### config.mk
export PLATFORM = sky130hd
export DESIGN_NAME = magia_axi_print_monitor
export DESIGN_NICKNAME = d
export VERILOG_FILES = /design/src/rtl/magia_mon_pkg.sv /design/src/rtl/fifo_v3.sv /design/src/rtl/magia_axi_print_monitor.sv
export SDC_FILE = /design/constraint.sdc
export NUM_CORES = 1
export LEC_CHECK = 0
export ABC_CLOCK_PERIOD_IN_PS = 9700
export CORE_MARGIN = 2
export CORE_UTILIZATION = 40
export DETAILED_ROUTE_END_ITERATION = 8
export GPL_ROUTABILITY_DRIVEN = 0
export GPL_TIMING_DRIVEN = 0
export PLACE_DENSITY = 0.71
export SETUP_SLACK_MARGIN = 0.05
export SYNTH_ARGS = -nofsm -noshare
export SYNTH_HDL_FRONTEND = slang
export SYNTH_SLANG_ARGS = --single-unit
export TNS_END_PERCENT = 50
### constraint.sdc
create_clock -name clk_i -period 9.7 [get_ports clk_i]
set_input_delay 0.97 -clock clk_i [delete_from_list [all_inputs] [get_ports clk_i]]
set_output_delay 0.97 -clock clk_i [all_outputs]
set_load 0.005 [all_outputs]
### src/rtl/magia_mon_pkg.sv
// Shared types and default address map for the AXI print monitor.
// Optional MAGIA_MON_TIMESTAMP_EN adds a cycle timestamp to char entries.
package magia_mon_pkg;

    typedef enum logic [1:0] {
        KIND_NONE   = 2'd0,
        KIND_STDOUT = 2'd1,
        KIND_STDERR = 2'd2,
        KIND_EOC    = 2'd3
    } kind_e;

    typedef enum logic {
        ST_IDLE   = 1'b0,
        ST_ACTIVE = 1'b1
    } burst_state_e;

    // Channel field is fixed-width so the structs need no parameters; N_CH <= 256.
    localparam int unsigned CH_FIELD_W = 8;

    localparam logic [31:0] DEF_PRINT_BASE = 32'h5FFF_0000;
    localparam logic [31:0] DEF_EOC_ADDR   = 32'h5C03_0000;
    localparam int unsigned DEF_CH_STRIDE  = 8;

    typedef struct packed {
        kind_e                 kind;
        logic [CH_FIELD_W-1:0] ch;
        logic [7:0]            len;
    } aw_entry_t;

    typedef struct packed {
        logic [7:0]            data;
        logic [CH_FIELD_W-1:0] ch;
`ifdef MAGIA_MON_TIMESTAMP_EN
        logic [63:0]           ts;
`endif
    } char_entry_t;

endpackage

### src/rtl/fifo_v3.sv
// Synchronous FIFO (common_cells fifo_v3 subset): registered storage, head visible
// combinationally, push into a full FIFO accepted only when a pop happens the same cycle.
module fifo_v3 #(
    parameter int unsigned DEPTH = 8,
    parameter type         dtype = logic
) (
    input  logic clk_i,
    input  logic rst_ni,
    input  logic flush_i,
    output logic full_o,
    output logic empty_o,
    input  dtype data_i,
    input  logic push_i,
    output dtype data_o,
    input  logic pop_i
);

    localparam int unsigned PTR_W = (DEPTH > 1) ? $clog2(DEPTH) : 1;

    dtype             mem [DEPTH];
    logic [PTR_W-1:0] rd_ptr;
    logic [PTR_W-1:0] wr_ptr;
    logic [PTR_W:0]   count;
    logic             do_push;
    logic             do_pop;

    assign empty_o = (count == '0);
    assign full_o  = (count == (PTR_W+1)'(DEPTH));
    assign do_pop  = pop_i & ~empty_o;
    assign do_push = push_i & (~full_o | do_pop);
    // Head reads as zero when empty so downstream outputs stay clean after reset.
    assign data_o  = empty_o ? dtype'('0) : mem[rd_ptr];

    always_ff @(posedge clk_i or negedge rst_ni) begin
        if (!rst_ni) begin
            rd_ptr <= '0;
            wr_ptr <= '0;
            count  <= '0;
        end else if (flush_i) begin
            rd_ptr <= '0;
            wr_ptr <= '0;
            count  <= '0;
        end else begin
            if (do_push) wr_ptr <= wr_ptr + 1'b1;
            if (do_pop)  rd_ptr <= rd_ptr + 1'b1;
            if (do_push && !do_pop)      count <= count + 1'b1;
            else if (do_pop && !do_push) count <= count - 1'b1;
        end
    end

    always_ff @(posedge clk_i) begin
        if (do_push) mem[wr_ptr] <= data_i;
    end

endmodule

### src/rtl/magia_axi_print_monitor.sv
// Passive AXI4 write-path snooper decoding per-tile stdout/stderr/EOC writes.
// Define MAGIA_MON_TIMESTAMP_EN to add a 64-bit cycle timestamp on ts_o.
module magia_axi_print_monitor
    import magia_mon_pkg::*;
#(
    parameter int unsigned        N_CH       = 4,
    parameter int unsigned        ADDR_W     = 32,
    parameter int unsigned        DATA_W     = 32,
    parameter logic [ADDR_W-1:0]  PRINT_BASE = ADDR_W'(DEF_PRINT_BASE),
    parameter int unsigned        CH_STRIDE  = DEF_CH_STRIDE,
    parameter logic [ADDR_W-1:0]  EOC_ADDR   = ADDR_W'(DEF_EOC_ADDR),
    parameter int unsigned        AW_DEPTH   = 8,
    parameter int unsigned        CHAR_DEPTH = 16,
    localparam int unsigned       CH_W       = (N_CH > 1) ? $clog2(N_CH) : 1,
    localparam int unsigned       STRB_W     = DATA_W / 8
) (
    input  logic              clk_i,
    input  logic              rst_ni,
    input  logic              aw_valid_i,
    input  logic              aw_ready_i,
    input  logic [ADDR_W-1:0] aw_addr_i,
    input  logic [7:0]        aw_len_i,
    input  logic              w_valid_i,
    input  logic              w_ready_i,
    input  logic [DATA_W-1:0] w_data_i,
    input  logic [STRB_W-1:0] w_strb_i,
    input  logic              w_last_i,
    output logic              char_valid_o,
    input  logic              char_ready_i,
    output logic [7:0]        char_data_o,
    output logic [CH_W-1:0]   char_ch_o,
    output logic              err_valid_o,
    output logic [CH_W-1:0]   err_ch_o,
    output logic [31:0]       err_code_o,
    output logic              eoc_o,
    output logic [31:0]       exit_code_o,
    output logic [3:0]        status_o
`ifdef MAGIA_MON_TIMESTAMP_EN
    ,
    output logic [63:0]       ts_o
`endif
);

    function automatic aw_entry_t decode_aw(input logic [ADDR_W-1:0] addr,
                                            input logic [7:0]        len);
        aw_entry_t         e;
        logic [ADDR_W-1:0] off;
        logic [ADDR_W-1:0] chi;
        logic [ADDR_W-1:0] sub;
        e.kind = KIND_NONE;
        e.ch   = '0;
        e.len  = len;
        // Addresses below the base wrap to huge offsets and fall out via the channel check.
        off    = addr - PRINT_BASE;
        chi    = off / ADDR_W'(CH_STRIDE);
        sub    = off % ADDR_W'(CH_STRIDE);
        if (addr == EOC_ADDR) begin
            e.kind = KIND_EOC;
        end else if (chi < ADDR_W'(N_CH)) begin
            e.ch = CH_FIELD_W'(chi);
            if (sub == ADDR_W'(0))      e.kind = KIND_STDERR;
            else if (sub == ADDR_W'(4)) e.kind = KIND_STDOUT;
        end
        return e;
    endfunction

    logic         aw_hs;
    logic         w_hs;
    aw_entry_t    aw_new;
    aw_entry_t    aw_head;
    logic         aw_full;
    logic         aw_empty;
    logic         aw_pop;

    burst_state_e state_q;
    burst_state_e state_d;
    aw_entry_t    cur_q;
    logic [7:0]   beat_q;
    aw_entry_t    cur;
    logic [7:0]   beat;
    logic         beat_en;
    logic         w_orphan;
    logic         len_mis;
    logic         lo_vld;
    logic [7:0]   lo_byte;

    char_entry_t  char_new;
    char_entry_t  char_head;
    logic         char_push;
    logic         char_pop;
    logic         char_full;
    logic         char_empty;

    logic         err_hit;
    logic         eoc_hit;
    logic         err_valid_q;
    logic [CH_W-1:0] err_ch_q;
    logic [31:0]  err_code_q;
    logic         eoc_q;
    logic [31:0]  exit_code_q;
    logic         st_w_early;
    logic         st_aw_ovf;
    logic         st_char_ovf;
    logic         st_len_err;
    logic         unused_ch;

    assign aw_hs  = aw_valid_i & aw_ready_i;
    assign w_hs   = w_valid_i & w_ready_i;
    assign aw_new = decode_aw(aw_addr_i, aw_len_i);

    // NONE entries are queued too so W bursts stay paired with their own AW.
    fifo_v3 #(
        .DEPTH (AW_DEPTH),
        .dtype (aw_entry_t)
    ) i_aw_fifo (
        .clk_i   (clk_i),
        .rst_ni  (rst_ni),
        .flush_i (1'b0),
        .full_o  (aw_full),
        .empty_o (aw_empty),
        .data_i  (aw_new),
        .push_i  (aw_hs),
        .data_o  (aw_head),
        .pop_i   (aw_pop)
    );

    always_ff @(posedge clk_i or negedge rst_ni) begin
        if (!rst_ni) state_q <= ST_IDLE;
        else         state_q <= state_d;
    end

    always_comb begin
        state_d = state_q;
        case (state_q)
            ST_IDLE:   if (!aw_empty) state_d = (w_hs && w_last_i) ? ST_IDLE : ST_ACTIVE;
            ST_ACTIVE: if (w_hs && w_last_i) state_d = ST_IDLE;
            default:   state_d = ST_IDLE;
        endcase
    end

    // In IDLE the FIFO head is the burst being opened, so a beat arriving in the
    // pop cycle is processed against it rather than lost.
    always_comb begin
        aw_pop   = (state_q == ST_IDLE) && !aw_empty;
        cur      = (state_q == ST_IDLE) ? aw_head : cur_q;
        beat     = (state_q == ST_IDLE) ? 8'd0 : beat_q;
        beat_en  = w_hs && ((state_q == ST_ACTIVE) || !aw_empty);
        w_orphan = w_hs && (state_q == ST_IDLE) && aw_empty;
        len_mis  = beat_en && (w_last_i ? (beat != cur.len) : (beat == cur.len));
        lo_vld   = 1'b0;
        lo_byte  = 8'd0;
        for (int i = STRB_W - 1; i >= 0; i--) begin
            if (w_strb_i[i]) begin
                lo_vld  = 1'b1;
                lo_byte = w_data_i[8*i +: 8];
            end
        end
        char_push = beat_en && (cur.kind == KIND_STDOUT) && lo_vld && (lo_byte != 8'd0);
        err_hit   = beat_en && (cur.kind == KIND_STDERR);
        eoc_hit   = beat_en && (cur.kind == KIND_EOC) && !eoc_q;
    end

    always_ff @(posedge clk_i or negedge rst_ni) begin
        if (!rst_ni) begin
            cur_q  <= '0;
            beat_q <= '0;
        end else begin
            if (aw_pop) cur_q <= aw_head;
            beat_q <= beat_en ? beat + 8'd1 : beat;
        end
    end

`ifdef MAGIA_MON_TIMESTAMP_EN
    logic [63:0] cycle_q;
    logic [63:0] err_ts_q;

    always_ff @(posedge clk_i or negedge rst_ni) begin
        if (!rst_ni) begin
            cycle_q  <= '0;
            err_ts_q <= '0;
        end else begin
            cycle_q <= cycle_q + 64'd1;
            if (err_hit) err_ts_q <= cycle_q;
        end
    end

    assign char_new = '{data: lo_byte, ch: cur.ch, ts: cycle_q};
    assign ts_o     = err_valid_q ? err_ts_q : char_head.ts;
`else
    assign char_new = '{data: lo_byte, ch: cur.ch};
`endif

    assign char_pop = char_valid_o & char_ready_i;

    fifo_v3 #(
        .DEPTH (CHAR_DEPTH),
        .dtype (char_entry_t)
    ) i_char_fifo (
        .clk_i   (clk_i),
        .rst_ni  (rst_ni),
        .flush_i (1'b0),
        .full_o  (char_full),
        .empty_o (char_empty),
        .data_i  (char_new),
        .push_i  (char_push),
        .data_o  (char_head),
        .pop_i   (char_pop)
    );

    always_ff @(posedge clk_i or negedge rst_ni) begin
        if (!rst_ni) begin
            err_valid_q <= 1'b0;
            err_ch_q    <= '0;
            err_code_q  <= '0;
            eoc_q       <= 1'b0;
            exit_code_q <= '0;
            st_w_early  <= 1'b0;
            st_aw_ovf   <= 1'b0;
            st_char_ovf <= 1'b0;
            st_len_err  <= 1'b0;
        end else begin
            err_valid_q <= err_hit;
            if (err_hit) begin
                err_ch_q   <= cur.ch[CH_W-1:0];
                err_code_q <= w_data_i[31:0];
            end
            if (eoc_hit) begin
                eoc_q       <= 1'b1;
                exit_code_q <= w_data_i[31:0];
            end
            if (w_orphan)                           st_w_early  <= 1'b1;
            if (aw_hs && aw_full && !aw_pop)        st_aw_ovf   <= 1'b1;
            if (char_push && char_full && !char_pop) st_char_ovf <= 1'b1;
            if (len_mis)                            st_len_err  <= 1'b1;
        end
    end

    assign char_valid_o = !char_empty;
    assign char_data_o  = char_head.data;
    assign char_ch_o    = char_head.ch[CH_W-1:0];
    assign err_valid_o  = err_valid_q;
    assign err_ch_o     = err_ch_q;
    assign err_code_o   = err_code_q;
    assign eoc_o        = eoc_q;
    assign exit_code_o  = exit_code_q;
    assign status_o     = {st_w_early, st_aw_ovf, st_char_ovf, st_len_err};
    assign unused_ch    = ^{char_head.ch, cur.ch};

endmodule

=== Word-level counts from Yosys, hierarchy flattened ===
Memories as Yosys holds them, arrays and structs flattened.
Index checks and enable logic that the tools add are counted.

* $add $sub $neg: 10
* Multiply operators: 0
* Div/mod/pow operators: 0
* Magnitude comparators: 1
* Equality and inequality tests: 9
* Shifts and indexed selects: 0
* Multiplexer cells: 30
* Bitwise operators: 14
* Reduce and logical (&&, ||, !) cells: 36

{| class="wikitable"
|+ Operators with widths
! kind !! count
|-
| $mux 8 || 7
|-
| $mux 18 || 2
|-
| $eq 32x31->1 const B || 1
|-
| $logic_not 32->1 || 1
|-
| $sub 32x31->32 const B || 1
|-
| $lt 29x3->1 const B || 1
|-
| $logic_and 1x1->1 || 20
|-
| $mux 16 || 1
|-
| $add 4x1->4 const B || 3
|-
| $mux 1 || 12
|-
| $mux 10 || 1
|-
| $mux 5 || 2
|-
| $logic_not 1->1 || 9
|-
| $add 8x1->8 const B || 1
|-
| $eq 8x8->1 || 1
|-
| $mux 4 || 2
|-
| $ne 8x8->1 || 1
|-
| $reduce_bool 8->1 || 1
|-
| $and 1x1->1 || 7
|-
| $add 3x1->3 const B || 2
|-
| $add 5x1->5 const B || 1
|-
| $eq 5x5->1 const B || 1
|-
| $logic_not 5->1 || 1
|-
| $not 1->1 || 5
|-
| other kinds (12) || 16
|}

* Bits in registers: 122
* Bits in latches: 0
* Bits in writable memories: 400
* Bits in read-only memories: 0
* Output and inout port bits: 83
* Word-level logic and storage cells: 122
* Memories kept: 2

{| class="wikitable"
|+ Memories
! memory !! depth !! width !! rd ports !! clocked after memory_dff !! write ports !! RTL line !! RTL
|-
| i_char_fifo.mem || 16 || 16 || 1 || 0 || 1 || fifo_v3.sv:20 || <nowiki>dtype mem [DEPTH];</nowiki>
|-
| i_aw_fifo.mem || 8 || 18 || 1 || 0 || 1 || fifo_v3.sv:20 ||
|}

=== Depth between registers and ports, before layout ===
* Depth in word-level cells: 12
* Depth in mapped cells: 18
* Mapped depth without buffers: 14

=== Modules after synthesis ===
From an unflattened synthesis, not the netlist that was laid out.

* Cells, all modules: 1163
* Area, all modules: 21511.9 sq um

{| class="wikitable"
|+ Modules (own cells, without submodules)
! module !! times used !! cells an instance !! area each (sq um) !! seq. area each (sq um)
|-
| fifo_v3 (i_char_fifo) || 1 || 500 || 10654.0 || 8012.7
|-
| fifo_v3 (i_aw_fifo) || 1 || 311 || 6363.6 || 4574.4
|-
| magia_axi_print_monitor || 1 || 352 || 4494.3 || 2477.4
|}

=== Worst setup path after synthesis ===
OpenSTA, ideal clock, no wires.

* Path kind: in2reg
* From: input port w_strb_i[3]
* To: register i_char_fifo.count[4]
* Arrival: 3.814 ns
* Data required time: 9.575 ns
* Slack: 5.760 ns
* Stages: 16
* Path buffers: 2
* Path through: nor2b_1 -> buf_2 -> a221o_1 -> a22o_1 -> nor2_1 -> and4bb_2 -> nor3_2 -> buf_2 -> ha_1 -> inv_1 -> fa_1 -> a21o_1 -> a21oi_1 -> xnor2_1 -> nor2_1 -> xor2_1

{| class="wikitable"
|+ RTL lines
! element !! RTL line !! RTL
|-
| from (decl) || magia_axi_print_monitor.sv:26 || <nowiki>input logic [STRB_W-1:0] w_strb_i,</nowiki>
|-
| to (signal assigned) || fifo_v3.sv:46 || <nowiki>if (do_push && !do_pop) count <= count + 1'b1;</nowiki>
|-
| to (signal assigned) || fifo_v3.sv:47 || <nowiki>else if (do_pop && !do_push) count <= count - 1'b1;</nowiki>
|-
| to (decl) || fifo_v3.sv:23 || <nowiki>logic [PTR_W:0] count;</nowiki>
|}

==> summary.md <==
| Metric | Value |
|---|---|
| Outcome | finished clean |
| Die width | between 200 and 250 µm |
| Delay-heaviest family, CP | compound AO/OA/AOI/OAI gates |
| DR vias | 8485 |
| Leakage power | about 7.0 nW |
| Final Hold Viols | 0 |
| Design area | 19130 µm² |
| Vias in the first global route | approximately 8800 |
| Final Cycle Share | a little under half |
| Primary FF master, synth | edfxtp_1 |
| Clk sink count | between 300 and 400 |
| Seq/Total Area, Yosys | 68.91% |
| Post-synth top cells | 256 x edfxtp_1, 116 x dfrtp_1, 70 x mux2_2 |
| Area Growth Syn to Fin | 24.50% |
| Placed Area | between 15000 and 20000 µm² |
| Critical path class | input pin to flip-flop |
| VDD IR max | between 0.15 and 0.2 mV |
| Max clock buf depth | 3 |
| Initial core utilization | about 41% |
| Critical path, cell by cell | clkdlybuf4s50_1, nor2b_1, buf_2, a221o_1, a22o_1, nor2_1, and4bb_2, nor3_2, buf_2, ha_1, inv_1, fa_1, a21o_1, a21oi_1, xnor2_1, nor2_1, xor2_1 |
| Final core occ | just over 50% |
| First-pass GRT wire length | between 50000 and 60000 µm |
| Hold Worst Slack | roughly 0.36 ns |
| Post-CTS setup buffer count | 0 |
| CP Capture Type | flip-flop |
| Fin. max-slew vios | 0 |
| DRC Markers | 0 |
| Row count | between 70 and 80 |
| Unique cell type count in the Yosys netlist | between 50 and 60 |
| Pwr Total | 5.330 mW |
| Max Freq | roughly 220 MHz |
| Largest net degree at the start of global routing | approximately 80 |
| Clock Skew | roughly 0.015 ns |
| Post-layout net count | approximately 1200 |
| Actual slew at the worst max-slew pin | about 1.3 ns |
| Max incr delay on CP | around 0.60 ns |
| Die height | between 200 and 250 µm |
| Initial drt markers | about 550 |
| WL/cell | approximately 21 µm |
| Total GRT Usage | 17.21% |
| GR Overflow Total | 0 |
| CTS tree | yes |
| Worst Path Arrival | slightly above 5 ns |
| CTS H-tree lvls | 2 |
| Initial antenna violation count | 2 |
| CP max FO | 17 |
| Final wirelength | 33850 µm |
| CTS root buf | clkbuf_16 |
| Final setup fails | 0 |
| I/O Pins | 167 |
| Yosys reg bits | approximately 370 |
| Critical Path Slowest Stage Cell | a22o_1 |
| Die ar. | between 40000 and 50000 µm² |
| Hold_buf cts | 0 |
| Area share of the largest cell type after synthesis | about half |
| Shortest period the worst path allows | about 4.6 ns |
| Leading area contributor after synthesis | edfxtp_1 |
| Setup_tns | 0 ns |
| Cell with the most instances after synthesis | edfxtp_1 |
| Num CTS Buffers | 40 |
| Drt via density | between 5 and 6 |
| Area contributors post-synth | edfxtp_1 50%, dfrtp_1 19%, mux4_2 8.6%, mux2_2 5.1%, mux2i_1 1.5% |
| YS warnings | 0 |
| # port buffers | 165 |
| Reg clk slew, reported paths | 0.06 ns |
| Worst min-delay path class | input pin to async pin |
| Post-synth EDFFs | around 260 |
| Router iterations before antenna repair | 5 |
| DRT antenna net count | 0 |
| Synth Net Count | 985 |
| Post-DP HPWL | between 20000 and 25000 µm |
| Max_slew headroom | a little over an eighth |
| Mapped cell area | approximately 15000 µm² |
| WP data required | approximately 10 ns |
| Layout cell share with drive strength beyond 1 | between 20% and 30% |
| Post-Syn Area per Cell | 17.38 µm² |
| Power density cells | between 200 and 300 nW/µm² |
| RSZ-0062 raised after global routing | false |
| CP Launch Type | input pin |
| Post-CTS Resized | 0 |
| Number of max-cap violations | 0 |
| Ys async rst share | a little under a third |
| Buf+Inv Stages, Crit Path | 4 |
| Syn Inst Count | between 800 and 900 |
| Clk_lat worst skew | between 0.5 and 0.6 ns |
| Core area | roughly 38000 µm² |
[worst paths after layout]
check                                   start                     to  slack, ns  cells past startpoint
min reg2reg                         cur_q[17]              cur_q[17]       0.48                      2
max                               w_strb_i[3]   i_char_fifo.count[4]       5.06                     17
min                                    rst_ni  i_char_fifo.rd_ptr[1]       0.36                      1
max in group asynchronous              rst_ni     i_aw_fifo.count[2]       8.58                      2
max reg2reg                i_aw_fifo.count[0]   i_char_fifo.count[4]       5.73                     15
min in group clk_i                  cur_q[17]              cur_q[17]       0.48                      2
[through the flow]
stage	setup WS (ns)	instances
2_1_floorplan	5.760	884
3_3_place_gp	2.949	1560
3_5_place_dp	4.471	1574
4_1_cts	5.021	1647
5_1_grt	4.801	1648
6_report	5.059	1648
[logic make-up (layout without fill, tap and decap cells)]
family / count (synthesis) / in the layout / share of synthesized area [%]
XOR/XNOR: 32 / 32 / 1.824
other: 0 / 1 / 0
AND/OR/NAND/NOR: 170 / 170 / 5.879
buffers and inverters: 58 / 310 / 2.011
flip-flops: 372 / 372 / 68.91
multiplexers: 159 / 159 / 16.47
AO/OA/AOI/OAI: 76 / 76 / 3.420
adder cells (fa/ha/maj): 17 / 17 / 1.482
[sequential cells by signal, summed over array words and instances, names as in the netlist, 2 cells and up]
register	cells
i_char_fifo.mem	160
i_char_fifo.rd_ptr	4
beat_q	8
i_aw_fifo.wr_ptr	3
err_ch_o	2
cur_q	12
i_aw_fifo.rd_ptr	3
i_aw_fifo.mem	96
err_code_o	32
exit_code_o	32
i_char_fifo.count	5
i_char_fifo.wr_ptr	4
i_aw_fifo.count	4
[per-layer routing]
metal,wire length [µm],GRT usage (%)
met3,1738,3.259
met1,14350,23.17
met2,17060,28.76
met4,689,4.746
met5,0,0
[cell type report]
type	instances	area, µm²
Inverter	14	52.55
Fill cell	3113	18620
Buffer	44	256.5
Multi-Input combinational cell	454	4506
Sequential cell	372	10590
Antenna cell	1	2.502
Clock inverter	11	135.1
Tap cell	511	639.4
Timing Repair Buffer	179	1815
Clock buffer	62	1135
[worst reg2reg max path, cell delays in order, from the launching register on]
cell and delay [ns]:
dfrtp_1 0.45, nor4_1 0.37, nor2_1 0.22, nand3_1 0.20
a21boi_1 0.32, nand3_1 0.23, nor3_2 0.32, buf_2 0.31
ha_1 0.22, inv_1 0.10, fa_1 0.41, a21o_1 0.20
a21oi_1 0.17, xnor2_1 0.14, nor2_1 0.07, xor2_1 0.15
[power breakdown]
group	total [mW]	internal, mW	switching (mW)
registers	2.14	1.99	0.152
logic	1.71	0.967	0.747
clock network	1.48	0.885	0.593
total	5.33	3.84	1.49
[cells in the final DEF, fill, tap and decap left out, types with 15 or more instances in the layout]
cell type,netlist,final
clkdlybuf4s50_1,0,164
mux4_2,59,59
clkbuf_1,16,34
nor2b_1,17,17
dfrtp_1,116,116
xor2_1,15,15
o21ai_0,23,19
nor2_1,21,21
edfxtp_1,256,256
xnor2_1,17,17
mux2_2,70,70
clkbuf_16,0,41
ha_1,15,15
mux2i_1,23,23
nand2_1,53,53
(Power assumes the default switching activity.)
